`src/rtl/instr_fetch_unit_pkg.sv`:
```
// Shared definitions for the instruction fetch unit: FSM encoding,
// instruction field positions and default reset vector.
package instr_fetch_unit_pkg;

    localparam int INSTR_W = 32;

    localparam logic [31:0] DEFAULT_RESET_PC = 32'h0000_0000;

    // Field positions inside a 32-bit instruction word
    localparam int OP_LSB = 0;
    localparam int OP_MSB = 6;
    localparam int F3_LSB = 12;
    localparam int F3_MSB = 14;
    localparam int F7_BIT = 30;

    typedef enum logic [2:0] {
        ST_IDLE  = 3'd0,
        ST_FETCH = 3'd1,
        ST_WAIT  = 3'd2,
        ST_HOLD  = 3'd3,
        ST_HALT  = 3'd4
    } fetch_state_e;

endpackage

```
`src/rtl/instr_fetch_unit_pc_next_calc.sv`:
```
// Next-PC computation: sequential (pc+4) or branch (pc+imm) target,
// plus a flag when the chosen target is not word aligned.
module instr_fetch_unit_pc_next_calc
    import instr_fetch_unit_pkg::*;
#(
    parameter int ADDR_W = 32
)(
    input  logic [ADDR_W-1:0]  i_pc,
    input  logic               i_pc_src,
    input  logic [INSTR_W-1:0] i_imm_ext,
    output logic [ADDR_W-1:0]  o_target,
    output logic [ADDR_W-1:0]  o_pc_plus4,
    output logic               o_misaligned
);

    // Pick the redirect target; arithmetic wraps naturally at ADDR_W bits
    always_comb begin
        o_pc_plus4   = i_pc + ADDR_W'(4);
        o_target     = i_pc_src ? (i_pc + i_imm_ext[ADDR_W-1:0]) : o_pc_plus4;
        o_misaligned = |o_target[1:0];
    end

endmodule

```
`src/rtl/instr_fetch_unit.sv`:
```
// Fetch stage: owns the PC, issues one instruction-memory request at a
// time, holds the returned word for the control unit and advances the PC
// when the held instruction is consumed.
module instr_fetch_unit
    import instr_fetch_unit_pkg::*;
#(
    parameter int                ADDR_W   = 32,
    parameter logic [ADDR_W-1:0] RESET_PC = DEFAULT_RESET_PC[ADDR_W-1:0]
)(
    input  logic               clk,
    input  logic               rst_n,
    output logic               imem_req_valid,
    input  logic               imem_req_ready,
    output logic [ADDR_W-1:0]  imem_addr,
    input  logic               imem_rsp_valid,
    input  logic [INSTR_W-1:0] imem_rsp_data,
    output logic               instr_valid,
    input  logic               instr_ready,
    output logic [INSTR_W-1:0] instr,
    output logic [6:0]         op,
    output logic [2:0]         funct3,
    output logic               funct7,
    output logic [ADDR_W-1:0]  pc,
    output logic [ADDR_W-1:0]  pc_plus4,
    input  logic               PCSrc,
    input  logic [INSTR_W-1:0] imm_ext,
    output logic               misalign_err,
    output logic [31:0]        instret
);

    fetch_state_e        r_state;
    fetch_state_e        w_state_next;
    logic [ADDR_W-1:0]   r_pc;
    logic [INSTR_W-1:0]  r_instr;
    logic                r_misalign;
    logic [31:0]         r_instret;

    logic [ADDR_W-1:0]   w_target;
    logic [ADDR_W-1:0]   w_pc_plus4;
    logic                w_misaligned;
    logic                w_consume;
    logic                w_rsp_accept;

    assign w_consume    = (r_state == ST_HOLD) && instr_ready;
    assign w_rsp_accept = (r_state == ST_WAIT) && imem_rsp_valid;

    instr_fetch_unit_pc_next_calc #(
        .ADDR_W (ADDR_W)
    ) u_pc_next_calc (
        .i_pc         (r_pc),
        .i_pc_src     (PCSrc),
        .i_imm_ext    (imm_ext),
        .o_target     (w_target),
        .o_pc_plus4   (w_pc_plus4),
        .o_misaligned (w_misaligned)
    );

    // FSM state register
    always_ff @(posedge clk or negedge rst_n) begin
        if (!rst_n) begin
            r_state <= ST_IDLE;
        end else begin
            r_state <= w_state_next;
        end
    end

    // FSM next-state logic; HALT is only left through reset
    always_comb begin
        w_state_next = r_state;
        case (r_state)
            ST_IDLE:  w_state_next = ST_FETCH;
            ST_FETCH: if (imem_req_ready) w_state_next = ST_WAIT;
            ST_WAIT:  if (imem_rsp_valid) w_state_next = ST_HOLD;
            ST_HOLD:  if (instr_ready) w_state_next = w_misaligned ? ST_HALT : ST_FETCH;
            ST_HALT:  w_state_next = ST_HALT;
            default:  w_state_next = ST_IDLE;
        endcase
    end

    // FSM outputs depend on the registered state only
    always_comb begin
        imem_req_valid = (r_state == ST_FETCH);
        instr_valid    = (r_state == ST_HOLD);
    end

    // PC, held instruction, error flag and retire counter
    always_ff @(posedge clk or negedge rst_n) begin
        if (!rst_n) begin
            r_pc       <= RESET_PC;
            r_instr    <= '0;
            r_misalign <= 1'b0;
            r_instret  <= '0;
        end else begin
            if (w_rsp_accept) begin
                r_instr <= imem_rsp_data;
            end
            if (w_consume) begin
                r_instret <= r_instret + 32'd1;
                if (w_misaligned) begin
                    r_misalign <= 1'b1;
                end else begin
                    r_pc <= w_target;
                end
            end
        end
    end

    assign imem_addr    = r_pc;
    assign pc           = r_pc;
    assign pc_plus4     = w_pc_plus4;
    assign instr        = r_instr;
    assign op           = r_instr[OP_MSB:OP_LSB];
    assign funct3       = r_instr[F3_MSB:F3_LSB];
    assign funct7       = r_instr[F7_BIT];
    assign misalign_err = r_misalign;
    assign instret      = r_instret;

endmodule
```
`config.mk`:
```
export PLATFORM = sky130hd
export DESIGN_NAME = instr_fetch_unit
export DESIGN_NICKNAME = d
export VERILOG_FILES = /design/src/rtl/instr_fetch_unit_pkg.sv /design/src/rtl/instr_fetch_unit_pc_next_calc.sv /design/src/rtl/instr_fetch_unit.sv
export SDC_FILE = /design/constraint.sdc
export NUM_CORES = 1
export LEC_CHECK = 0
export ABC_CLOCK_PERIOD_IN_PS = 8000
export BUFFER_PORTS_ARGS = -buffer_cell sky130_fd_sc_hd__buf_4
export CORE_UTILIZATION = 50
export DETAILED_ROUTE_END_ITERATION = 8
export HOLD_SLACK_MARGIN = 0.05
export PLACE_DENSITY = 0.83
export SLEW_MARGIN = 20
export SYNTH_ARGS = -nofsm -noshare
export SYNTH_HDL_FRONTEND = slang
export SYNTH_SLANG_ARGS = --single-unit
```
`constraint.sdc`:
```
create_clock -name clk -period 8 [get_ports clk]
set_clock_uncertainty 0.2 [all_clocks]
set_input_delay 2 -clock clk [delete_from_list [all_inputs] [get_ports clk]]
set_output_delay 2 -clock clk [all_outputs]
set_load 0.1 [all_outputs]
```
==> results of run 1 <==
sequential cells by signal, indices dropped and copies added (netlist names):
| name | cells |
|---|---|
| misalign_err | 1 |
| instr | 32 |
| imem_addr | 32 |
| r_state | 3 |
| instret | 32 |
cell families after synthesis:
group / after synthesis / synth area share
flops: 100 / 0.363
xor+xnor: 83 / 0.106
fa+ha+maj: 34 / 0.0628
mux: 40 / 0.0646
buf+inv: 89 / 0.0771
simple gates: 230 / 0.176
compound gates: 167 / 0.150
worst max-delay path by stage:
stage	start	to	slack (ns)	cells after the start
detailed placement	imm_ext[0]	imem_addr[21]	2.63	10
global route	imem_addr[3]	pc_plus4[30]	2.51	9
finish	imem_addr[3]	pc_plus4[30]	2.77	9
CTS	imem_addr[2]	pc_plus4[30]	2.76	9
global placement	imm_ext[0]	imem_addr[21]	2.73	10
floorplan	imem_addr[3]	pc_plus4[20]	1.74	8
cell type report:
| class | instances | share of cell area |
|---|---|---|
| well taps | 176 | 0.0250 |
| flip-flops and latches | 100 | 0.284 |
| repair buffers | 247 | 0.210 |
| clock inverters | 7 | 0.0105 |
| inverters | 13 | 0.00554 |
| clock buffers | 9 | 0.0256 |
| multi-input cells | 554 | 0.439 |
routing by layer:
metal / part of all wire / GRT usage / routed length (um) / vias up
li1: - / - / - / 2973
met1: 0.41 / 0.339 / 7880 / 2997
met2: 0.50 / 0.469 / 9630 / 289
met3: 0.068 / 0.0374 / 1310 / 32
met4: 0.024 / 0.0875 / 461 / 0
met5: 0 / 0 / 0 / -
synth_stat cells (5+ instances only):
cell,instances,area [um2]
a21o_1,22,165
a21oi_1,56,280
a31oi_1,7,43.8
and2_1,5,31.3
and3_1,14,87.6
buf_2,7,35.0
buf_4,48,360
clkbuf_1,16,60.1
dfrtp_1,100,2500
ha_1,33,413
inv_1,13,48.8
mux2_2,36,405
nand2_1,66,248
nand3_1,29,145
nand3_2,5,50.1
nand4_1,7,43.8
nor2_1,42,158
nor3_1,19,95.1
o211ai_1,5,37.5
o21ai_0,30,150
o22ai_1,9,56.3
or3_1,6,37.5
xnor2_1,53,464
xor2_1,29,254
per-stage QoR:
stage	worst slack [ns]	hold slack, ns
floorplan	1.74	0.308
global placement	2.73	0.252
detailed placement	2.63	0.262
CTS	2.76	0.277
global route	2.51	0.291
finish	2.77	0.274
critical path, stage by stage, from the launching register on:
cell,delay [ns]
dfrtp_1,0.46
ha_1,0.29
nand3_2,0.18
nor3_2,0.31
and2_1,0.31
nand2_1,0.16
nor3_2,0.20
and4_1,0.32
xor2_1,0.16
buf_4,0.30
==> flow_summary.json, run 1 <==
{
  "avgSynthCellArea_um2": 9.28,
  "die_width_um": 119,
  "postCtsHoldBufs": 0,
  "die_area_um2": 14300,
  "fillers": 1072,
  "cts_resized": 0,
  "min_to": "misalign_err",
  "worstReg2RegStart": "imem_addr[0]",
  "syn_area_um2": 6900,
  "syn-instance-count": 743,
  "routed_wl_um": 19300,
  "finalHoldViolations": 0,
  "final_common_cell": "buf_4",
  "synth_top_flop_cell": "dfrtp_1",
  "post_cts.repair.setup_buffers": 0,
  "cts_buffers": 9,
  "post_drt_wl_per_cell_um": 17.4,
  "antenna_found_initial": 0,
  "multiInputGateArea_um2": 3870,
  "synth_cell_types": 67,
  "critical_path_class": "flip-flop to output port",
  "maxCapViolCount": 0,
  "r2r_setup_slack_ns": 4.61,
  "drt_iter0_drc": 382,
  "rows": 42,
  "clockRootBuffer": "clkbuf_16",
  "gp_congestion": 0.976,
  "cts_tree": "yes",
  "drv_slew": 0,
  "vias_per_cell": 5.69,
  "worst_setup_path_start_kind": "flip-flop",
  "synthesis.nets": 847,
  "grt_first_pass_wirelength_um": 30100,
  "rr_endpoint": "imem_addr[21]",
  "postSynth.asyncResetShare": 1.00,
  "layout_common_cells": "buf_4 (247), dfrtp_1 (100), nand2_1 (66)",
  "fin_util": 0.660,
  "finalCritPeriodShare": 0.654,
  "arrival_ns": 3.03,
  "finalSetupTns_ns": 0,
  "yosysWarnings": 0,
  "dp_cells": 1090,
  "final_net_count": 1029,
  "portBuffers": 243,
  "final_antenna_net_count": 0,
  "vias": 6291,
  "cp_max_fo": 6,
  "fmax_mhz": 191,
  "tightest_slew_ns": 0.828,
  "dieHeight_um": 119,
  "seq_area_um2": 2500,
  "grt_pass1_vias": 5845,
  "clock_sinks": 100,
  "hp-start": "misalign_err",
  "ys_ff_latch": 100,
  "grt_max_degree": 67,
  "clock_latency_ns": 0.35,
  "clockBufferDepth": 2,
  "maxSlewHeadroom": 0.448,
  "drive_above_1_share": 0.352,
  "clk_pin_slew_worst_paths_ns": 0.07,
  "synth-edff-count": 0,
  "worst_ep_required_time_ns": 5.80,
  "hold-path-cell-count": 1,
  "status": "complete, no violations",
  "grt_setup_unrepaired": "no",
  "start_util": 0.517,
  "reg2regPathDepth": 9,
  "dpl-instance-area_um2": 8490,
  "first_pass_iters": 5,
  "area_growth_pct": 27.8,
  "gr-total-overflow": 0,
  "period_minus_slack_ns": 5.23,
  "worstSetupEndpointType": "output port",
  "diodes": 0,
  "dp_hpwl_um": 14700,
  "ys_seq_area_frac": 0.363,
  "final-instance-count-excl-fill": 1106,
  "min_path_type": "flip-flop to flip-flop",
  "htreeDepth": 3,
  "grt_use_total": 0.268,
  "final_cell_area_um2": 8810,
  "design.core.area_um2": 13300,
  "setup_viol": 0,
  "pin_count": 244,
  "post-route-drc-count": 0
}
Power of run 1 is not shown: default switching activity piles up to over one toggle a cycle in this logic, so the estimate is an artifact.
==> inputs of run 2 (changes only) <==
Settings changed: ABC_CLOCK_PERIOD_IN_PS 8000 to 4700, CORE_UTILIZATION 50 to 46, PLACE_DENSITY 0.83 to 0.81.
Clock period 8 ns to 4.7 ns, I/O delays scaled along.
==> run 2 against run 1 <==
Effect of this change: critical path depth fell by 2; flip-flop and latch count did not move; wire length rose by 4.4%; core utilization fell by 4.0 points; sequential share of layout area fell by 0.72 points; die area rose by 8.5%; non-clock buffer count rose by 5; register-to-register slack got worse by 3.2 ns; hold slack got worse by 0.0021 ns; first-iteration DRC count rose by 9.9%; via count fell by 0.65%; final area rose by 2.6%; critical path type unchanged.
==> flow_summary.json, run 2 (synthesis gave the netlist of run 1 again) <==
{
  "status": "complete, no violations",
  "maxCapViolCount": 0,
  "gr-total-overflow": 0,
  "worstSetupEndpointType": "output port",
  "clock_sinks": 100,
  "grt_setup_unrepaired": "no",
  "portBuffers": 243,
  "clock_latency_ns": 0.34,
  "cts_resized": 0,
  "rows": 44,
  "worstSetupStartpoint": "imem_addr[9]",
  "critical_path_class": "flip-flop to output port",
  "clk_pin_slew_worst_paths_ns": 0.07,
  "worstReg2RegStart": "imem_addr[4]",
  "routed_wl_um": 20100,
  "drive_above_1_share": 0.372,
  "post_cts.repair.setup_buffers": 0,
  "post_drt_wl_per_cell_um": 18.0,
  "crit_top_cell": "and4_1",
  "die_width_um": 124,
  "die_area_um2": 15500,
  "maxSlewHeadroom": 0.484,
  "dieHeight_um": 124,
  "finalCritPeriodShare": 0.926,
  "grt_use_total": 0.258,
  "clockBufferDepth": 2,
  "drt_iter0_drc": 420,
  "start_util": 0.473,
  "fillers": 1264,
  "finalHoldViolations": 0,
  "fin_util": 0.620,
  "grt_first_pass_wirelength_um": 31800,
  "worst_setup_path_start_kind": "flip-flop",
  "pin_count": 244,
  "worst_ep_required_time_ns": 3.32,
  "antenna_found_initial": 0,
  "drv_slew": 0,
  "path_cells": "and4_1, and4_1, nand3_2, or3_1, nor2_1, xor2_4, buf_4",
  "diodes": 0,
  "dp_hpwl_um": 15200,
  "post-route-drc-count": 0,
  "slowest_stage": "dfrtp_1",
  "rr_endpoint": "imem_addr[29]",
  "vias": 6250,
  "critPathMaxStageDelay_ns": 0.52,
  "area_growth_pct": 31.1,
  "final_net_count": 1034,
  "setup_viol": 0,
  "tightest_slew_ns": 0.774,
  "cts_tree": "yes",
  "layout_common_cells": "buf_4 (251), dfrtp_1 (100), nand2_1 (66)",
  "min_path_type": "flip-flop to flip-flop",
  "reg2regPathDepth": 10,
  "cp_max_fo": 11,
  "gp_congestion": 0.985,
  "arrival_ns": 2.98,
  "r2r_setup_slack_ns": 1.40,
  "final_antenna_net_count": 0,
  "design.core.area_um2": 14600,
  "period_minus_slack_ns": 4.35,
  "vias_per_cell": 5.59,
  "htreeDepth": 3,
  "clockRootBuffer": "clkbuf_16",
  "postCtsHoldBufs": 0,
  "endpoint": "pc_plus4[31]",
  "first_pass_iters": 6,
  "grt_max_degree": 55,
  "cts_buffers": 9,
  "final_common_cell": "buf_4",
  "fmax_mhz": 230,
  "grt_pass1_vias": 6028
}
run 2: cell count changes in the layout (fill, tap and decap cells not counted), moves of 3 or more:
| cell | change |
|---|---|
| xor2_2 | +3 |
| xor2_1 | -5 |
| xnor2_2 | +12 |
| buf_4 | +4 |
| xnor2_1 | -13 |
run 2: area by class of cell:
class                   instances  area (um2)  area share
clock buffers                  10         229      0.0253
repair buffers                252        1900       0.211
inverters                      13        48.8     0.00540
flip-flops and latches        100        2500       0.277
well taps                     184         230      0.0255
multi-input cells             554        4040       0.446
clock inverters                 6        91.3      0.0101
run 2: critical path: cells and delay by family (launching register included):
| kind | cells | cell delay (ns) |
|---|---|---|
| XOR/XNOR | 1 | 0.16 |
| buffers and inverters | 1 | 0.30 |
| flip-flops | 1 | 0.52 |
| AND/OR/NAND/NOR | 5 | 1.63 |
run 2: routing by layer:
layer | vias up | wire length, um | global-route usage
li1 | 2966 | - | -
met1 | 2948 | 8410 | 0.329
met2 | 303 | 9680 | 0.424
met3 | 33 | 1620 | 0.0580
met4 | 0 | 429 | 0.0992
met5 | - | 0 | 0
run 2: worst min path at each step:
stage / from / end / slack [ns] / cells past startpoint
floorplan: r_state[2] / r_state[1] / 0.31 / 2
global placement: misalign_err / misalign_err / 0.25 / 1
detailed placement: misalign_err / misalign_err / 0.26 / 1
CTS: misalign_err / misalign_err / 0.28 / 1
global route: misalign_err / misalign_err / 0.29 / 1
finish: misalign_err / misalign_err / 0.27 / 1
run 2: metrics by stage:
step	area, um2	setup WS, ns	TNS (ns)	hold slack (ns)	std cells
floorplan	7070	-0.103	-0.148	0.308	743
global placement	8720	0.771	0	0.254	1103
detailed placement	8720	0.680	0	0.260	1103
CTS	9040	0.293	0	0.277	1119
global route	9040	0.177	0	0.288	1119
finish	9040	0.348	0	0.272	1119
Power of run 2 is left out for the same reason.
==> inputs of run 3 (changes only) <==
Settings changed: CORE_MARGIN set to 3, REMOVE_ABC_BUFFERS set to 1, SETUP_SLACK_MARGIN set to 0.02.
==> run 3 against run 2 <==
Effect of this change: wire length grew 1.2%; via count grew 0.85%; fmax grew 0.13%; count of clock-buffer cells in the layout shrank 1; setup slack gained 0.0058 ns; core utilization shrank 1.3 points; final area shrank 2.0%; critical path depth grew 3; critical endpoint is now pc_plus4[30]; largest cell class unchanged.
==> flow_summary.json, run 3 (synthesis gave the netlist of run 1 again) <==
{
  "worst_setup_path_start_kind": "flip-flop",
  "die_width_um": 128,
  "cts_buffers": 9,
  "min_path_type": "flip-flop to flip-flop",
  "antenna_found_initial": 0,
  "pin_count": 244,
  "final_net_count": 1037,
  "clockRootBuffer": "clkbuf_16",
  "die_area_um2": 16500,
  "rows": 44,
  "post_cts.repair.setup_buffers": 0,
  "grt_setup_unrepaired": "no",
  "first_pass_iters": 5,
  "routed_wl_um": 20400,
  "cp_max_fo": 6,
  "portBuffers": 243,
  "post-route-drc-count": 0,
  "hp-start": "misalign_err",
  "tightest_slew_ns": 0.869,
  "worstSetupEndpointType": "output port",
  "grt_max_degree": 66,
  "cts_tree": "yes",
  "period_minus_slack_ns": 4.35,
  "diodes": 0,
  "vias_per_cell": 5.62,
  "worstReg2RegStart": "imem_addr[0]",
  "fin_util": 0.607,
  "maxSlewHeadroom": 0.421,
  "fmax_mhz": 230,
  "setup_viol": 0,
  "worstSetupStartpoint": "imem_addr[2]",
  "finalHoldViolations": 0,
  "drive_above_1_share": 0.356,
  "maxCapViolCount": 0,
  "drt_iter0_drc": 456,
  "area_growth_pct": 28.5,
  "clockBufferDepth": 2,
  "clock_latency_ns": 0.36,
  "critical_path_class": "flip-flop to output port",
  "clock_sinks": 100,
  "status": "complete, no violations",
  "final_antenna_net_count": 0,
  "arrival_ns": 2.97,
  "htreeDepth": 3,
  "post_drt_wl_per_cell_um": 18.2,
  "dp_hpwl_um": 15700,
  "cts_resized": 0,
  "grt_use_total": 0.242,
  "vias": 6303,
  "drv_slew": 0,
  "final_common_cell": "buf_4",
  "hold-path-cell-count": 1,
  "reg2regPathDepth": 11,
  "layout_common_cells": "buf_4 (255), dfrtp_1 (100), nand2_1 (66)",
  "dieHeight_um": 128,
  "start_util": 0.473,
  "postCtsHoldBufs": 0,
  "gr-total-overflow": 0,
  "grt_pass1_vias": 6135,
  "grt_first_pass_wirelength_um": 32000,
  "clk_pin_slew_worst_paths_ns": 0.07,
  "gp_congestion": 0.945,
  "worst_ep_required_time_ns": 3.32,
  "finalCritPeriodShare": 0.925,
  "design.core.area_um2": 14600
}
-- run 3: cell count changes in the layout (fill, tap and decap cells not counted), moves of 2 or more --
cell        previous run  this run
xnor2_1               40        53
xnor2_2               12         0
xor2_1                24        29
buf_4                251       255
xor2_2                 4         1
bufinv_16              2         0
clkinvlp_4             0         2
inv_6                  3         1
inv_8                  0         2
xor2_4                 2         0
-- run 3: final cells by class --
class	instances	area [um2]
Multi-Input combinational cell	554	3870
Sequential cell	100	2500
Clock inverter	7	71.3
Fill cell	1264	5730
Tap cell	184	230
Timing Repair Buffer	255	1910
Clock buffer	9	225
Inverter	13	48.8
-- run 3: through the flow --
step / instances / hold WS (ns) / worst slack [ns] / cell area (um2) / TNS, ns
CTS: 1122 / 0.279 / 0.374 / 8860 / 0
global placement: 1106 / 0.256 / 0.722 / 8560 / 0
global route: 1122 / 0.297 / 0.206 / 8860 / 0
finish: 1122 / 0.270 / 0.354 / 8860 / 0
floorplan: 667 / 0.308 / -1.51 / 6410 / -51.56
detailed placement: 1106 / 0.262 / 0.644 / 8560 / 0
-- run 3: path summary, 6_finish.rpt --
check	slack, ns	endpoint
min	0.27	misalign_err
max in group asynchronous	2.78	instr[6]
min in group asynchronous	0.72	imem_addr[21]
min reg2reg	0.27	misalign_err
max reg2reg	1.45	imem_addr[30]
max	0.35	pc_plus4[30]
-- run 3: worst max-delay path: stages, from the launching register on --
cell	delay [ns]
dfrtp_1	0.48
ha_1	0.29
nand3_2	0.16
nor3_2	0.14
buf_4	0.17
and2_1	0.15
nand2_1	0.17
nor3_2	0.23
and4_1	0.34
xor2_1	0.18
buf_4	0.31
-- run 3: metal layers --
metal	vias to the layer above	wire, um	share of wire	track usage
met3	37	1820	0.089	0.0469
li1	2988	-	-	-
met2	283	9640	0.47	0.404
met4	0	465	0.023	0.0905
met5	-	0	0	0
met1	2995	8450	0.41	0.313
Power of run 3 is left out for the same reason.
